### config.mk
export PLATFORM = sky130hd
export DESIGN_NAME = fp16_sum_sequencer_flat
export DESIGN_NICKNAME = d
export VERILOG_FILES = /design/src/rtl/fp16_sum_sequencer_if.sv /design/src/rtl/fp16_sum_sequencer.sv /design/src/flat_wrapper.sv
export SDC_FILE = /design/constraint.sdc
export NUM_CORES = 1
export LEC_CHECK = 0
export CAP_MARGIN = 20
export CORE_ASPECT_RATIO = 1.1
export CORE_UTILIZATION = 42
export CTS_BUF_LIST = sky130_fd_sc_hd__clkbuf_16
export CTS_CLUSTER_DIAMETER = 200
export DETAILED_ROUTE_END_ITERATION = 6
export GPL_TIMING_DRIVEN = 0
export PLACE_DENSITY = 0.71
export SLEW_MARGIN = 40
export SYNTH_ARGS = -nofsm -noshare
export SYNTH_HDL_FRONTEND = slang
export SYNTH_SLANG_ARGS = --single-unit
export TNS_END_PERCENT = 100
### constraint.sdc
create_clock -name clk -period 1.9 [get_ports clk]
set_input_delay 0.19 -clock clk [delete_from_list [all_inputs] [get_ports clk]]
set_output_delay 0.19 -clock clk [all_outputs]
set_load 0.005 [all_outputs]
### src/rtl/fp16_sum_sequencer_if.sv
// rtl/fp16_sum_sequencer_if.sv - operand stream, adder drive and result port bundle (sticky port under FP16_STICKY_FLAGS_EN)
`ifndef floatControlWidth
`define floatControlWidth 1
`endif

interface fp16_sum_sequencer_if #(
  parameter int CTRL_W = `floatControlWidth
);
  // Operand stream
  logic              in_valid;
  logic              in_ready;
  logic [15:0]       in_data;
  logic              in_neg;
  logic              in_last;
  logic [2:0]        rm_in;
  // Adder drive / return
  logic [15:0]       add_a;
  logic [15:0]       add_b;
  logic [15:0]       add_c;
  logic [15:0]       add_d;
  logic [2:0]        add_subop;
  logic [2:0]        add_rm;
  logic [CTRL_W-1:0] add_ctrl;
  logic [15:0]       add_out;
  logic [4:0]        add_flags;
  // Result port
  logic              res_valid;
  logic              res_ready;
  logic [15:0]       res_data;
  logic [4:0]        res_flags;
`ifdef FP16_STICKY_FLAGS_EN
  logic              flags_clr;
  logic [4:0]        sticky_flags;
`endif

  // Sequencer side
  modport slave (
`ifdef FP16_STICKY_FLAGS_EN
    input  flags_clr,
    output sticky_flags,
`endif
    input  in_valid, in_data, in_neg, in_last, rm_in, add_out, add_flags, res_ready,
    output in_ready, add_a, add_b, add_c, add_d, add_subop, add_rm, add_ctrl,
    output res_valid, res_data, res_flags
  );

  // Environment side (operand source, adder, result sink)
  modport master (
`ifdef FP16_STICKY_FLAGS_EN
    output flags_clr,
    input  sticky_flags,
`endif
    output in_valid, in_data, in_neg, in_last, rm_in, add_out, add_flags, res_ready,
    input  in_ready, add_a, add_b, add_c, add_d, add_subop, add_rm, add_ctrl,
    input  res_valid, res_data, res_flags
  );
endinterface

### src/rtl/fp16_sum_sequencer.sv
// rtl/fp16_sum_sequencer.sv - 4-operand FP16 adder feeder/result register; optional sticky flags via FP16_STICKY_FLAGS_EN
`ifndef floatControlWidth
`define floatControlWidth 1
`endif

module fp16_sum_sequencer #(
  parameter int                CTRL_W   = `floatControlWidth,
  parameter logic [CTRL_W-1:0] CTRL_VAL = '0,
  parameter logic [2:0]        RM_RESET = 3'b000
) (
  input  logic                 clk,
  input  logic                 rst_n,
  fp16_sum_sequencer_if.slave  bus
);

  localparam logic [1:0] S_COLLECT = 2'd0;
  localparam logic [1:0] S_ISSUE   = 2'd1;
  localparam logic [1:0] S_HOLD    = 2'd2;

  logic [1:0]  state_q, state_d;
  logic [1:0]  cnt_q, cnt_d;
  logic [15:0] slot_q [4];
  logic [15:0] slot_d [4];
  logic [3:0]  neg_q, neg_d;
  logic [2:0]  rm_q, rm_d;
  logic        res_valid_q, res_valid_d;
  logic [15:0] res_data_q, res_data_d;
  logic [4:0]  res_flags_q, res_flags_d;

  // Next-state: collect operands, issue one cycle, hold the result until consumed
  always_comb begin
    state_d     = state_q;
    cnt_d       = cnt_q;
    for (int k = 0; k < 4; k++) slot_d[k] = slot_q[k];
    neg_d       = neg_q;
    rm_d        = rm_q;
    res_valid_d = res_valid_q;
    res_data_d  = res_data_q;
    res_flags_d = res_flags_q;
    case (state_q)
      S_COLLECT: begin
        if (bus.in_valid) begin
          slot_d[cnt_q] = bus.in_data;
          neg_d[cnt_q]  = bus.in_neg;
          if (cnt_q == 2'd0) rm_d = bus.rm_in;
          if (cnt_q == 2'd3 || bus.in_last) begin
            // Unused slots must contribute +0 to the sum
            for (int k = 0; k < 4; k++) begin
              if (2'(k) > cnt_q) begin
                slot_d[k] = 16'h0000;
                neg_d[k]  = 1'b0;
              end
            end
            state_d = S_ISSUE;
          end else begin
            cnt_d = cnt_q + 2'd1;
          end
        end
      end
      S_ISSUE: begin
        res_data_d  = bus.add_out;
        res_flags_d = bus.add_flags;
        res_valid_d = 1'b1;
        state_d     = S_HOLD;
      end
      S_HOLD: begin
        if (bus.res_ready) begin
          res_valid_d = 1'b0;
          cnt_d       = 2'd0;
          for (int k = 0; k < 4; k++) slot_d[k] = 16'h0000;
          neg_d       = 4'b0000;
          state_d     = S_COLLECT;
        end
      end
      default: state_d = S_COLLECT;
    endcase
  end

  // State registers with asynchronous clear
  always_ff @(posedge clk or negedge rst_n) begin
    if (!rst_n) begin
      state_q     <= S_COLLECT;
      cnt_q       <= 2'd0;
      for (int k = 0; k < 4; k++) slot_q[k] <= 16'h0000;
      neg_q       <= 4'b0000;
      rm_q        <= RM_RESET;
      res_valid_q <= 1'b0;
      res_data_q  <= 16'h0000;
      res_flags_q <= 5'b00000;
    end else begin
      state_q     <= state_d;
      cnt_q       <= cnt_d;
      for (int k = 0; k < 4; k++) slot_q[k] <= slot_d[k];
      neg_q       <= neg_d;
      rm_q        <= rm_d;
      res_valid_q <= res_valid_d;
      res_data_q  <= res_data_d;
      res_flags_q <= res_flags_d;
    end
  end

`ifdef FP16_STICKY_FLAGS_EN
  logic [4:0] sticky_q, sticky_d;

  // Accumulate flags of every issued sum; a clear request overrides the update
  always_comb begin
    sticky_d = sticky_q;
    if (state_q == S_ISSUE) sticky_d = sticky_q | bus.add_flags;
    if (bus.flags_clr)      sticky_d = 5'b00000;
  end

  // Sticky flag register
  always_ff @(posedge clk or negedge rst_n) begin
    if (!rst_n) sticky_q <= 5'b00000;
    else        sticky_q <= sticky_d;
  end

  assign bus.sticky_flags = sticky_q;
`endif

  // Slot 0 negation is a sign flip; slots 1-3 negate through the adder's subOp
  assign bus.in_ready  = (state_q == S_COLLECT);
  assign bus.add_a     = {slot_q[0][15] ^ neg_q[0], slot_q[0][14:0]};
  assign bus.add_b     = slot_q[1];
  assign bus.add_c     = slot_q[2];
  assign bus.add_d     = slot_q[3];
  assign bus.add_subop = {neg_q[1], neg_q[2], neg_q[3]};
  assign bus.add_rm    = rm_q;
  assign bus.add_ctrl  = CTRL_VAL;
  assign bus.res_valid = res_valid_q;
  assign bus.res_data  = res_data_q;
  assign bus.res_flags = res_flags_q;

endmodule

### src/flat_wrapper.sv
// flat-port wrapper written by rule: the top's interface ports become plain ports
module fp16_sum_sequencer_flat 
#(
  parameter int                CTRL_W   = `floatControlWidth,
  parameter logic [CTRL_W-1:0] CTRL_VAL = '0,
  parameter logic [2:0]        RM_RESET = 3'b000
)
  (clk, rst_n, bus_in_valid, bus_in_data, bus_in_neg, bus_in_last, bus_rm_in, bus_add_out, bus_add_flags, bus_res_ready, bus_in_ready, bus_add_a, bus_add_b, bus_add_c, bus_add_d, bus_add_subop, bus_add_rm, bus_add_ctrl, bus_res_valid, bus_res_data, bus_res_flags);
  fp16_sum_sequencer_if #(.CTRL_W(CTRL_W)) bus_i ();
  input  logic clk;
  input  logic rst_n;
  input wire logic [$bits(bus_i.in_valid)-1:0] bus_in_valid;
  input wire logic [$bits(bus_i.in_data)-1:0] bus_in_data;
  input wire logic [$bits(bus_i.in_neg)-1:0] bus_in_neg;
  input wire logic [$bits(bus_i.in_last)-1:0] bus_in_last;
  input wire logic [$bits(bus_i.rm_in)-1:0] bus_rm_in;
  input wire logic [$bits(bus_i.add_out)-1:0] bus_add_out;
  input wire logic [$bits(bus_i.add_flags)-1:0] bus_add_flags;
  input wire logic [$bits(bus_i.res_ready)-1:0] bus_res_ready;
  output wire logic [$bits(bus_i.in_ready)-1:0] bus_in_ready;
  output wire logic [$bits(bus_i.add_a)-1:0] bus_add_a;
  output wire logic [$bits(bus_i.add_b)-1:0] bus_add_b;
  output wire logic [$bits(bus_i.add_c)-1:0] bus_add_c;
  output wire logic [$bits(bus_i.add_d)-1:0] bus_add_d;
  output wire logic [$bits(bus_i.add_subop)-1:0] bus_add_subop;
  output wire logic [$bits(bus_i.add_rm)-1:0] bus_add_rm;
  output wire logic [$bits(bus_i.add_ctrl)-1:0] bus_add_ctrl;
  output wire logic [$bits(bus_i.res_valid)-1:0] bus_res_valid;
  output wire logic [$bits(bus_i.res_data)-1:0] bus_res_data;
  output wire logic [$bits(bus_i.res_flags)-1:0] bus_res_flags;
  assign bus_i.in_valid = bus_in_valid;
  assign bus_i.in_data = bus_in_data;
  assign bus_i.in_neg = bus_in_neg;
  assign bus_i.in_last = bus_in_last;
  assign bus_i.rm_in = bus_rm_in;
  assign bus_i.add_out = bus_add_out;
  assign bus_i.add_flags = bus_add_flags;
  assign bus_i.res_ready = bus_res_ready;
  assign bus_in_ready = bus_i.in_ready;
  assign bus_add_a = bus_i.add_a;
  assign bus_add_b = bus_i.add_b;
  assign bus_add_c = bus_i.add_c;
  assign bus_add_d = bus_i.add_d;
  assign bus_add_subop = bus_i.add_subop;
  assign bus_add_rm = bus_i.add_rm;
  assign bus_add_ctrl = bus_i.add_ctrl;
  assign bus_res_valid = bus_i.res_valid;
  assign bus_res_data = bus_i.res_data;
  assign bus_res_flags = bus_i.res_flags;
  fp16_sum_sequencer #(.CTRL_W(CTRL_W), .CTRL_VAL(CTRL_VAL), .RM_RESET(RM_RESET)) u_core (.clk(clk), .rst_n(rst_n), .bus(bus_i));
endmodule
-- Word level (Yosys, flattened, before mapping)
Cells that the tools add are included.
- bits in registers: 97
- input bits: 46
- output and inout bits: 94
- logic and storage cells: 72
- add/subtract/negate cells: 1
- $lt $le $gt $ge: 8
- equal/unequal tests: 7
- muxes and demuxes: 31
- bitwise logic cells: 2
- reduce and logical (&&, ||, !) cells: 12
- operators with widths (cell ; count):
    2-to-1 mux 64 bit ; 3
    one-hot mux 64 bit (2 select lines) ; 1
    2-to-1 mux 16 bit ; 5
    bitwise mux 64 bit ; 1
    demux 16 bit (select 2 bit) ; 1
    2-to-1 mux 4 bit ; 3
    2-to-1 mux 2 bit ; 5
    AND reduction 3 bit ; 3
    one-hot mux 4 bit (2 select lines) ; 1
    2-to-1 mux 1 bit ; 6
    != test 2 bit (second input constant) ; 3
    one-hot mux 2 bit (3 select lines) ; 1
    bitwise mux 4 bit ; 1
    == test 2 bit (second input constant) ; 2
    greater-than comparator 1 x 2 -> 1 bit (first input constant) ; 2
    greater-than comparator 2 bit (first input constant) ; 2
    zero test 2 bit ; 2
    one-hot mux 2 bit (2 select lines) ; 1
    AND reduction 4 bit ; 1
    nonzero test 2 bit ; 2
    greater-or-equal comparator 3 bit (second input constant) ; 1
    less-than comparator 2 x 3 -> 1 bit (second input constant) ; 1
    less-than comparator 3 x 1 -> 1 bit (second input constant) ; 1
    NOT 2 -> 3 bit ; 1
    other kinds (10) ; 11

-- Logic depth before layout (Yosys ltp)
Gate-level depths: netlist of run 1.
- depth in word-level cells: 10
- mapped depth: 8
- gate-level depth less buffers: 6

-- Least setup slack after synthesis of run 1
No wires, ideal clock.
- kind: register -> register
- start: register u_core.cnt_q[1]
- end: register u_core.slot_q (netlist bit u_core.bus.add_b[11])
- library setup time: 0.121 ns
- arrival: 1.575 ns
- required time: 1.779 ns
- setup slack: 0.205 ns
- cell stages (with the launch flop): 9
- path buffers: 2
- period minus slack after synthesis: 1.695 ns
- cell sequence: dfrtp_1 inv_1 ha_1 o21ai_1 and3_4 and2_1 buf_6 buf_6 a22o_1
- longest elaborated chain between the ends: 10
- elaborated cells on any way between the ends: 14
- classes of those cells: order compare (3); eq/ne (1); mux (7); bitwise (1); reduce/logical (2)
- ends and longest elaborated chain (what ; RTL line ; text):
    start: declaration ; fp16_sum_sequencer.sv:21 ; logic [1:0] cnt_q, cnt_d;
    start signal: assignment ; fp16_sum_sequencer.sv:92 ; cnt_q <= cnt_d;
    NOT 2 -> 3 bit (not written as such) ; fp16_sum_sequencer.sv:43 ; slot_d[cnt_q] = bus.in_data;
    greater-or-equal comparator 3 bit (not written as such) / less-than comparator 3 x 1 -> 1 bit (equally long branches) ; fp16_sum_sequencer.sv:43 ;
    logical AND 1 bit (not written as such) ; fp16_sum_sequencer.sv:43 ;
    2-to-1 mux 16 bit (not written as such) ; fp16_sum_sequencer.sv:43 ;
    demux 16 bit (select 2 bit) ; fp16_sum_sequencer.sv:43 ;
    bitwise mux 64 bit ; fp16_sum_sequencer.sv:43 ;
    2-to-1 mux 16 bit ; fp16_sum_sequencer.sv:49 ; if (2'(k) > cnt_q) begin
    2-to-1 mux 64 bit * ; fp16_sum_sequencer.sv:46 ; if (cnt_q == 2'd3 || bus.in_last) begin
    2-to-1 mux 64 bit * ; fp16_sum_sequencer.sv:42 ; if (bus.in_valid) begin
    one-hot mux 64 bit (2 select lines) * ; fp16_sum_sequencer.sv:40 ; case (state_q)
    end: declaration ; fp16_sum_sequencer.sv:22 ; logic [15:0] slot_q [4];
Every way passes the cells marked *; elsewhere a longest branch is shown, timed or not. The select of a mux whose other input is x is not followed.
A chain may end at the register's enable or synchronous reset.

-- Final worst setup path of run 1
- start: register u_core.cnt_q[1]
- end: register u_core.slot_q (netlist bit u_core.bus.add_b[5])
Same word-level chain as after synthesis.

==> impl_metrics.tcl, run 1 <==
set metrics [dict create \
    io_buffers 138 \
    drt-pass1-iter-count 6 \
    wl_um 9500 \
    slowest_delay_ns 0.47 \
    ys_seq_area_frac 0.565 \
    hp-class "in -> async" \
    ant_nets 0 \
    async_reset_ff_frac 1.00 \
    synth_largest_area_cell "dfrtp_1" \
    crit_chain "inv_2, ha_2, o21ai_1, and3_4, and2_1, buf_6, buf_6, a22o_1" \
    cp-start-kind "flop" \
    synth_top_area_frac 0.565 \
    p_int_mw 7.24 \
    seqPwrFrac 0.347 \
    die_w_um 98.5 \
    overflow 0 \
    postLayoutCellArea_um2 6210 \
    grt_pass1_vias 3030 \
    avgSynthCellArea_um2 13.2 \
    worst_slew_pin_slew_ns 0.586 \
    fill_cells 811 \
    synth_top_cells_by_area "dfrtp_1 (56%), a22o_1 (13%), buf_4 (12%)" \
    postSynthCellCount 326 \
    fp.coreArea_um2 9890 \
    status "complete, but fails checks" \
    clockRootBuffer "clkbuf_16" \
    cp_slowest_cell "dfrtp_2" \
    grt_setup_unrepaired "false" \
    yosys.cell_types.count 33 \
    die_area_um2 10600 \
    globalplace.congestion 0.734 \
    clock_latency_ns 0.34 \
    routedWlPerCell_um 15.7 \
    cellLeakagePower_nw 2.91 \
    grt_pass1_wl_um 15400 \
    violations "DRC" \
    hold_violations 0 \
    grt_max_degree 56 \
    p_sw_frac 0.279 \
    area_delta_synth_final_pct 44.5 \
    die_y_um 108 \
    synth_most_common_cell "dfrtp_1" \
    p_switching_mw 2.80 \
    start_util 0.435 \
    routed_via_density 5.01 \
    r2r_cells 8 \
    synth-seq-cells 97 \
    synth_nets 379 \
    min_period_over_period 0.945 \
    relSlewSlack 0.609 \
    cts_sinks 97 \
    critPathRequiredTime_ns 2.13 \
    cts_buffers 9 \
    io_pins 140 \
    drc 9 \
    rows 38 \
    dpl_cell_area_um2 5860 \
    yosys_most_used_dff "dfrtp_1" \
    diodes 0 \
    reg2reg_slack_ns 0.10 \
    clockPowerShare 0.188 \
    timing.hold.ws_ns 0.315 \
    maxSlewViolCount 0 \
    clkTransAtPathRegs_ns 0.06 \
    worstSetupPathType "reg -> reg" \
    fin_crit_ns 1.80 \
    design_power_total_mw 10.0 \
    htree_num_levels 3 \
    finalSetupViolCount 0 \
    power_density_nw_per_um2 1620 \
    synth-edff-count 0 \
    cts_tree "done" \
    antenna_found_initial 0 \
    drt_iter0_markers 142 \
    cp.arrival_ns 2.02 \
    dpl.hpwl_um 6910 \
    crit_top_cell "buf_6" \
    r2r-end "u_core.bus.add_b[5]$_DFFE_PN0P_" \
    synth_warnings 0 \
    via_count 3026 \
    cts_max_path_buffers 2 \
    track_usage 0.189 \
    r2r_start "u_core.cnt_q[1]$_DFFE_PN0P_" \
    max_cap_viol_count 0 \
    path_max_fanout 10 \
    dp_slack_ns -0.0484 \
    p_comb_frac 0.465 \
    timing.fmax_mhz 557 \
    crit_path_end_kind "flop" \
    post-route-worst-setup-slack_ns 0.105 \
    fin_skew_ns 0.00607 \
    nNetsFinal 532 \
    ir_drop_uv 742 \
    syn-cell-area_um2 4300 \
    synth_commonest_cells "dfrtp_1 (97), buf_4 (68), a22o_1 (66)" \
    drive_gt1_frac 0.285 \
]
[layout make-up]
cell class	count	area, um2	area share
buffer	81	604	0.0973
clock inverter	7	85.1	0.0137
sequential	97	2430	0.391
inverter	5	18.8	0.00302
clock buffer	9	225	0.0363
timing repair buffer	142	1440	0.232
multi-input combinational	143	1260	0.202
tap	120	150	0.0242
[per-stage QoR]
step	utilization	setup TNS, ns	cells
3_5_place_dp	0.593	-0.562	585
2_1_floorplan	-	0	326
4_1_cts	0.626	0	602
5_1_grt	0.628	0	604
3_3_place_gp	0.589	-282.83	584
6_report	0.628	0	604
[how the worst max path moves through the flow]
stage	start	to	slack, ns	depth (start not counted)
final	u_core.cnt_q[1]$_DFFE_PN0P_	u_core.bus.add_b[5]$_DFFE_PN0P_	0.10	8
after global routing	u_core.cnt_q[1]$_DFFE_PN0P_	u_core.bus.add_c[4]$_DFFE_PN0P_	0.009	6
after CTS	u_core.cnt_q[1]$_DFFE_PN0P_	u_core.bus.add_b[5]$_DFFE_PN0P_	0.007	8
after detailed placement	u_core.cnt_q[0]$_DFFE_PN0P_	u_core.bus.add_c[7]$_DFFE_PN0P_	-0.05	6
after global placement	rst_n	u_core.bus.add_b[15]$_DFFE_PN0P_	-2.92	1
after floorplan	u_core.cnt_q[1]$_DFFE_PN0P_	u_core.bus.add_b[11]$_DFFE_PN0P_	0.20	8
[registers in the layout, summed over array words and instances, names as in the netlist]
signal,cells
u_core.bus.add_rm,3
u_core.bus.res_valid,1
u_core.bus.res_flags,5
u_core.bus.add_b,16
u_core.bus.add_c,16
u_core.slot_q,1
u_core.state_q,2
u_core.neg_q,4
u_core.bus.add_a,15
u_core.cnt_q,2
u_core.bus.res_data,16
u_core.bus.add_d,16
[placed cells by master, fill, tap and decap left out, drive strengths merged]
cell type      synthesis  layout
nor2b                  2       2
a22o                  66      66
bufinv                 0       2
a21o                   1       1
and2                   1       1
clkinvlp               0       1
a211o                  1       1
clkbuf                 1      10
nor3                   1       1
a31o                   1       1
ha                     7       7
nand2                  6       6
conb                   1       1
nor3b                  1       1
clkdlybuf4s50          0     137
mux2                  24      24
mux2i                  1       1
nor2                   7       7
a21oi                  3       3
dlygate4sd3            0       1
o31ai                  2       2
a32o                   2       2
xor2                   1       1
clkinv                 0       4
o21ai                  6       6
and3                   5       5
inv                    5       5
buf                   80      84
dfrtp                 97      97
nand2b                 4       4
[layer usage]
layer / wire length, um / part of all wire / track usage / up-vias
met5: 0 / 0 / 0 / -
met3: 539 / 0.057 / 0.0517 / 9
li1: - / - / - / 1405
met4: 107 / 0.011 / 0.0640 / 0
met1: 4100 / 0.43 / 0.248 / 1529
met2: 4750 / 0.50 / 0.304 / 83
[cell families (layout without fill, tap and decap cells)]
group                    Yosys count  after routing  share of synthesized area
flip-flops                        97             97                      0.565
buffers and inverters             86            244                      0.144
AO/OA/AOI/OAI                     82             82                      0.165
AND/OR/NAND/NOR                   27             27                     0.0381
multiplexers                      25             25                     0.0652
adder cells (fa/ha/maj)            7              7                     0.0204
other                              1              1                   0.000873
XOR/XNOR                           1              1                    0.00204
[what timing repair did]
action,CTS,global route
hold buffers,1,0
setup buffers,0,2
endpoints found under the setup margin,12,20
cloned,0,0
gates resized for setup,2,6
endpoints found under the hold margin,42,0
[power by group through the flow]
stage / registers, mW / clock network (mW) / logic, mW
final: 3.48 / 1.89 / 4.67
after global routing: 3.59 / 2.03 / 5.04
after CTS: 3.49 / 1.93 / 4.69
after detailed placement: 3.51 / 0 / 4.65
after global placement: 3.47 / 0 / 4.57
after floorplan: 3.41 / 0 / 2.40
[critical path: cells and delay by family, from the launching register on]
kind,cells,cell delay [ns]
buf+inv,3,0.36
simple gates,2,0.35
compound gates,2,0.31
flops,1,0.47
fa+ha+maj,1,0.19
No activity file was read; power rests on OpenSTA's default activity.
==> inputs of run 2 (changes only) <==
==> constraint.sdc (replaced) <==
create_clock -name clk -period 1.9 [get_ports clk]
set_input_delay 0.38 -clock clk [delete_from_list [all_inputs] [get_ports clk]]
set_output_delay 0.38 -clock clk [all_outputs]
set_load 0.005 [all_outputs]
==> run 2 against run 1 <==
Clock-buffer cell count stayed put. Worst hold slack improved by 0.18 ns. Flip-flop and latch count stayed put. Total power hardly changed. Register-to-register slack is essentially flat. Global-route usage increased by 0.071 points. Cell count is the same. Critical path depth stayed put. Clock skew barely moved. Sequential power barely moved. Sequential share of layout area about the same. The run still ends with DRC left. Combinational power about the same.
==> impl_metrics.tcl, run 2 (synthesis gave the netlist of run 1 again) <==
set metrics [dict create \
    overflow 0 \
    critical_path.top_delay_family "flip-flops" \
    crit_chain "inv_2, ha_2, o21ai_1, and3_4, and2_1, buf_6, buf_6, a22o_1" \
    fin_skew_ns 0.00583 \
    cp-start-kind "flop" \
    fill_cells 812 \
    globalplace.congestion 0.734 \
    finalSetupViolCount 0 \
    power_density_nw_per_um2 1620 \
    dpl_cell_area_um2 5860 \
    hold_violations 0 \
    grt_pass1_wl_um 15500 \
    r2r_cells 8 \
    startpoint "u_core.cnt_q[1]$_DFFE_PN0P_" \
    worst_slew_pin_slew_ns 0.555 \
    start_util 0.435 \
    final-seq-area_um2 2430 \
    fin_crit_ns 1.80 \
    crit_top_cell "buf_6" \
    grt_setup_unrepaired "false" \
    dpl.hpwl_um 6910 \
    cellLeakagePower_nw 2.91 \
    diodes 0 \
    die_w_um 98.5 \
    hp-class "reg -> reg" \
    reg2reg_slack_ns 0.10 \
    nNetsFinal 532 \
    r2r_start "u_core.cnt_q[1]$_DFFE_PN0P_" \
    ir_drop_uv 742 \
    via_count 3022 \
    rows 38 \
    grt_max_degree 56 \
    critPathRequiredTime_ns 2.13 \
    dp_slack_ns -0.227 \
    path_max_fanout 10 \
    min_from "u_core.bus.add_b[1]$_DFFE_PN0P_" \
    relSlewSlack 0.629 \
    holdPathStages 1 \
    cp.arrival_ns 2.02 \
    grt_pass1_vias 3039 \
    clockRootBuffer "clkbuf_16" \
    drt-pass1-iter-count 7 \
    wl_um 9570 \
    maxSlewViolCount 0 \
    violations "DRC" \
    io_buffers 138 \
    worstSetupPathType "reg -> reg" \
    multi_input_area_um2 1260 \
    mostFrequentLayoutCells "clkdlybuf4s50_1 (136), dfrtp_1 (95), buf_4 (72)" \
    die_area_um2 10600 \
    track_usage 0.190 \
    timing.fmax_mhz 557 \
    clkTransAtPathRegs_ns 0.06 \
    routedWlPerCell_um 15.8 \
    drc 8 \
    cts_tree "done" \
    hold_end "u_core.bus.add_b[1]$_DFFE_PN0P_" \
    layout_commonest_cell "clkdlybuf4s50_1" \
    routed_via_density 5.00 \
    status "complete, but fails checks" \
    drive_gt1_frac 0.285 \
    postLayoutCellArea_um2 6210 \
    max_cap_viol_count 0 \
    cp_num_buf_inv 3 \
    htree_num_levels 3 \
    r2r-end "u_core.bus.add_b[5]$_DFFE_PN0P_" \
    io_pins 140 \
    drt_iter0_markers 137 \
    fp.coreArea_um2 9890 \
    ant_nets 0 \
    antenna_found_initial 0 \
    cts_buffers 9 \
    area_delta_synth_final_pct 44.6 \
    cts_sinks 97 \
    cp_slowest_cell "dfrtp_2" \
    design_power_total_mw 10.0 \
    min_period_over_period 0.945 \
    slowest_delay_ns 0.47 \
    clock_latency_ns 0.34 \
    crit_path_end_kind "flop" \
    crit_cells 8 \
    die_y_um 108 \
    cts_max_path_buffers 2 \
    post-route-worst-setup-slack_ns 0.104 \
]
## run 2: report_power, final
part	leakage (nW)	switching (mW)	internal [mW]
Clock	0.150	0.750	1.14
Combinational	1.50	1.52	3.14
Sequential	1.25	0.530	2.95
## run 2: area by class of cell
| type | instances | share of cell area |
|---|---|---|
| Inverter | 5 | 0.00302 |
| Sequential cell | 97 | 0.391 |
| Clock inverter | 7 | 0.0137 |
| Tap cell | 120 | 0.0242 |
| Clock buffer | 9 | 0.0362 |
| Buffer | 81 | 0.0973 |
| Multi-Input combinational cell | 143 | 0.203 |
| Timing Repair Buffer | 142 | 0.231 |
## run 2: metal layers
layer / GRT usage / part of all wire / up-vias
met5: 0 / 0 / -
met2: 0.307 / 0.50 / 83
met4: 0.0640 / 0.011 / 0
met3: 0.0517 / 0.054 / 8
met1: 0.248 / 0.44 / 1525
li1: - / - / 1406
## run 2: timing repair
item / 4_1_cts / 5_1_grt
endpoints found under the hold margin: 42 / 0
gates resized for setup: 4 / 6
buffers inserted: 0 / 2
hold buffers: 1 / 0
gates cloned: 0 / 0
setup endpoints to repair: 13 / 20
## run 2: through the flow
| step | hold slack, ns | utilization | TNS, ns | cells |
|---|---|---|---|---|
| global placement | 0.480 | 0.589 | -306.28 | 584 |
| finish | 0.499 | 0.628 | 0 | 604 |
| floorplan | 0.0844 | - | 0 | 326 |
| CTS | 0.504 | 0.626 | 0 | 602 |
| detailed placement | 0.294 | 0.593 | -5.66 | 585 |
| global route | 0.510 | 0.628 | 0 | 604 |
## run 2: worst max-delay path by stage
stage	end	slack, ns
after CTS	u_core.bus.add_b[5]$_DFFE_PN0P_	0.007
after floorplan	u_core.bus.add_b[11]$_DFFE_PN0P_	0.20
after global routing	u_core.bus.add_c[4]$_DFFE_PN0P_	0.009
after detailed placement	u_core.bus.add_b[5]$_DFFE_PN0P_	-0.23
after global placement	u_core.bus.add_b[15]$_DFFE_PN0P_	-3.11
final	u_core.bus.add_b[5]$_DFFE_PN0P_	0.10
==> inputs of run 3 (changes only) <==
ABC_AREA = 1   (was default)
PLACE_DENSITY = 0.68   (was 0.71)
==> run 3 against run 2 <==
The flow now finishes without violations. Combinational power increased by 19%. Via count increased by 46%. First-iteration DRC count increased by 9.5%. Worst hold slack got worse by 0.024 ns. Core utilization decreased by 4.0 points. Wire length increased by 25%. Critical path type is now reg -> out. Synthesized cell count increased by 110%. Design area increased by 14%. Clock-buffer cell count unchanged. Global-route usage increased by 1.2 points.
==> impl_metrics.tcl, run 3 <==
set metrics [dict create \
    postSynthCellCount 683 \
    cp-start-kind "flop" \
    drc 0 \
    wl_met3_um 896 \
    slowest_delay_ns 0.53 \
    fill_cells 1182 \
    start_util 0.430 \
    maxSlewViolCount 0 \
    cp_num_buf_inv 1 \
    cts_tree "done" \
    rows 42 \
    track_usage 0.201 \
    r2r-end "u_core.bus.add_a[5]$_DFFE_PN0P_" \
    reg2reg_slack_ns 0.17 \
    crit_chain "xor2_1, clkdlybuf4s50_1" \
    crit_path_end_kind "output pin" \
    ys_seq_area_frac 0.469 \
    async_reset_ff_frac 1.00 \
    overflow 0 \
    io_pins 140 \
    hp-class "reg -> reg" \
    globalplace.congestion 0.837 \
    status "complete, no violations" \
    layout_commonest_cell "nand2_1" \
    max_cap_viol_count 0 \
    synth-edff-count 0 \
    yosys_most_used_dff "dfrtp_1" \
    synth_most_common_cell "nand2_1" \
    htree_num_levels 3 \
    ir_drop_uv 681 \
    yosys.cell_types.count 19 \
    mostFrequentLayoutCells "nand2_1 (228), clkdlybuf4s50_1 (136), inv_1 (130)" \
    design_power_total_mw 10.8 \
    area_delta_synth_final_pct 36.8 \
    cts_sinks 97 \
    grt_setup_unrepaired "false" \
    synth_top_area_frac 0.469 \
    ant_nets 0 \
    final-seq-area_um2 2430 \
    synth_commonest_cells "nand2_1 (230), inv_1 (128), dfrtp_1 (97)" \
    min_period_over_period 0.955 \
    wl_um 11900 \
    topRoutingLayerUsed "met4" \
    syn-cell-area_um2 5170 \
    synth_top_cells_by_area "dfrtp_1 (47%), nand2_1 (17%), buf_4 (10%)" \
    cts_max_path_buffers 2 \
    via_count 4410 \
    avgSynthCellArea_um2 7.58 \
    synth_nets 736 \
    cp_slowest_cell "clkdlybuf4s50_1" \
    critical_path.top_delay_family "buffers and inverters" \
    drive_gt1_frac 0.124 \
    diodes 0 \
    multi_input_area_um2 1610 \
    r2r_start "u_core.cnt_q[0]$_DFFE_PN0P_" \
    met2_length_um 5540 \
    path_max_fanout 2 \
    routed_via_density 4.45 \
    r2r_cells 7 \
    worstSetupPathType "reg -> out" \
    cts_setup_buffers 0 \
    power_density_nw_per_um2 1530 \
    synth-seq-cells 97 \
    fin_skew_ns 0.00568 \
    synth_largest_area_cell "dfrtp_1" \
    drt_iter0_markers 150 \
    critPathRequiredTime_ns 1.52 \
    dpl.hpwl_um 9220 \
    cp.arrival_ns 1.44 \
    tns_ns 0 \
    timing.fmax_mhz 551 \
    hold_violations 0 \
    fp.coreArea_um2 12000 \
    cellLeakagePower_nw 3.95 \
    clockRootBuffer "clkbuf_16" \
    cts_buffers 9 \
    die_y_um 118 \
    drt-met1-wl_um 5310 \
    finalSetupViolCount 0 \
    clkTransAtPathRegs_ns 0.06 \
    die_w_um 108 \
    drt-pass1-iter-count 4 \
    antenna_found_initial 0 \
    io_buffers 138 \
    routedWlPerCell_um 12.0 \
    grt_pass1_wl_um 20200 \
    hold_end "u_core.bus.res_valid$_DFFE_PN0P_" \
    nNetsFinal 887 \
    min_from "u_core.bus.res_valid$_DFFE_PN0P_" \
    grt_max_degree 57 \
    clock_latency_ns 0.34 \
    holdPathStages 2 \
    fin_crit_ns 1.82 \
    die_area_um2 12800 \
    grt_pass1_vias 4350 \
    synth_warnings 0 \
]
-- run 3: final cells by class --
class / instances / share of cell area
flip-flops and latches: 97 / 0.343
multi-input cells: 361 / 0.228
repair buffers: 140 / 0.201
plain buffers: 97 / 0.0938
inverters: 128 / 0.0678
clock buffers: 9 / 0.0318
well taps: 154 / 0.0272
clock inverters: 6 / 0.00742
-- run 3: worst min-delay path: cells and delay by family (launching register included) --
kind / cells / cell delay (ns)
flops: 1 / 0.34
simple gates: 2 / 0.10
-- run 3: power by group --
group | internal (mW) | switching (mW) | total (mW)
Clock | 0.996 | 0.733 | 1.73
Sequential | 2.98 | 0.556 | 3.54
Combinational | 3.19 | 2.34 | 5.54
Total | 7.17 | 3.63 | 10.8
-- run 3: what timing repair did --
item / in CTS / in global routing
setup endpoints to repair: 0 / 17
resized for setup: 0 / 5
hold endpoints to repair: 41 / 0
hold buffers: 1 / 0
-- run 3: per-layer routing --
layer | track usage | vias up
met5 | 0 | -
met4 | 0.0753 | 0
met3 | 0.0557 | 16
met2 | 0.331 | 130
met1 | 0.251 | 2002
li1 | - | 2262
-- run 3: worst max path at each step --
| stage | start | endpoint | slack, ns | depth (start not counted) |
|---|---|---|---|---|
| 2_1_floorplan | u_core.cnt_q[0]$_DFFE_PN0P_ | u_core.bus.add_c[10]$_DFFE_PN0P_ | 0.41 | 9 |
| 3_3_place_gp | rst_n | u_core.bus.add_d[2]$_DFFE_PN0P_ | -3.12 | 1 |
| 3_5_place_dp | bus_res_ready | u_core.bus.add_a[10]$_DFFE_PN0P_ | 0.02 | 8 |
| 4_1_cts | u_core.state_q[1]$_DFFE_PN0P_ | bus_in_ready | 0.04 | 2 |
| 5_1_grt | u_core.cnt_q[0]$_DFFE_PN0P_ | u_core.bus.add_a[7]$_DFFE_PN0P_ | 0.03 | 7 |
| 6_report | u_core.neg_q[0]$_DFFE_PN0P_ | bus_add_a[15] | 0.08 | 2 |
-- run 3: logic make-up after synthesis --
kind of cell	count (synthesis)	synth area share
buf+inv	225	0.221
xor+xnor	1	0.00169
simple gates	293	0.229
compound gates	59	0.0619
flops	97	0.469
other cells	1	0.000725
fa+ha+maj	7	0.0169
-- run 3: per-stage QoR --
stage | hold WS [ns] | instance area, um2 | setup slack (ns) | util | std cells
finish | 0.475 | 7080 | 0.0850 | 0.588 | 992
global route | 0.508 | 7080 | 0.0292 | 0.588 | 992
CTS | 0.480 | 7070 | 0.0372 | 0.587 | 992
detailed placement | 0.289 | 6780 | 0.0180 | 0.564 | 976
global placement | 0.461 | 6750 | -3.12 | 0.561 | 975
floorplan | 0.0844 | 5170 | 0.406 | - | 683
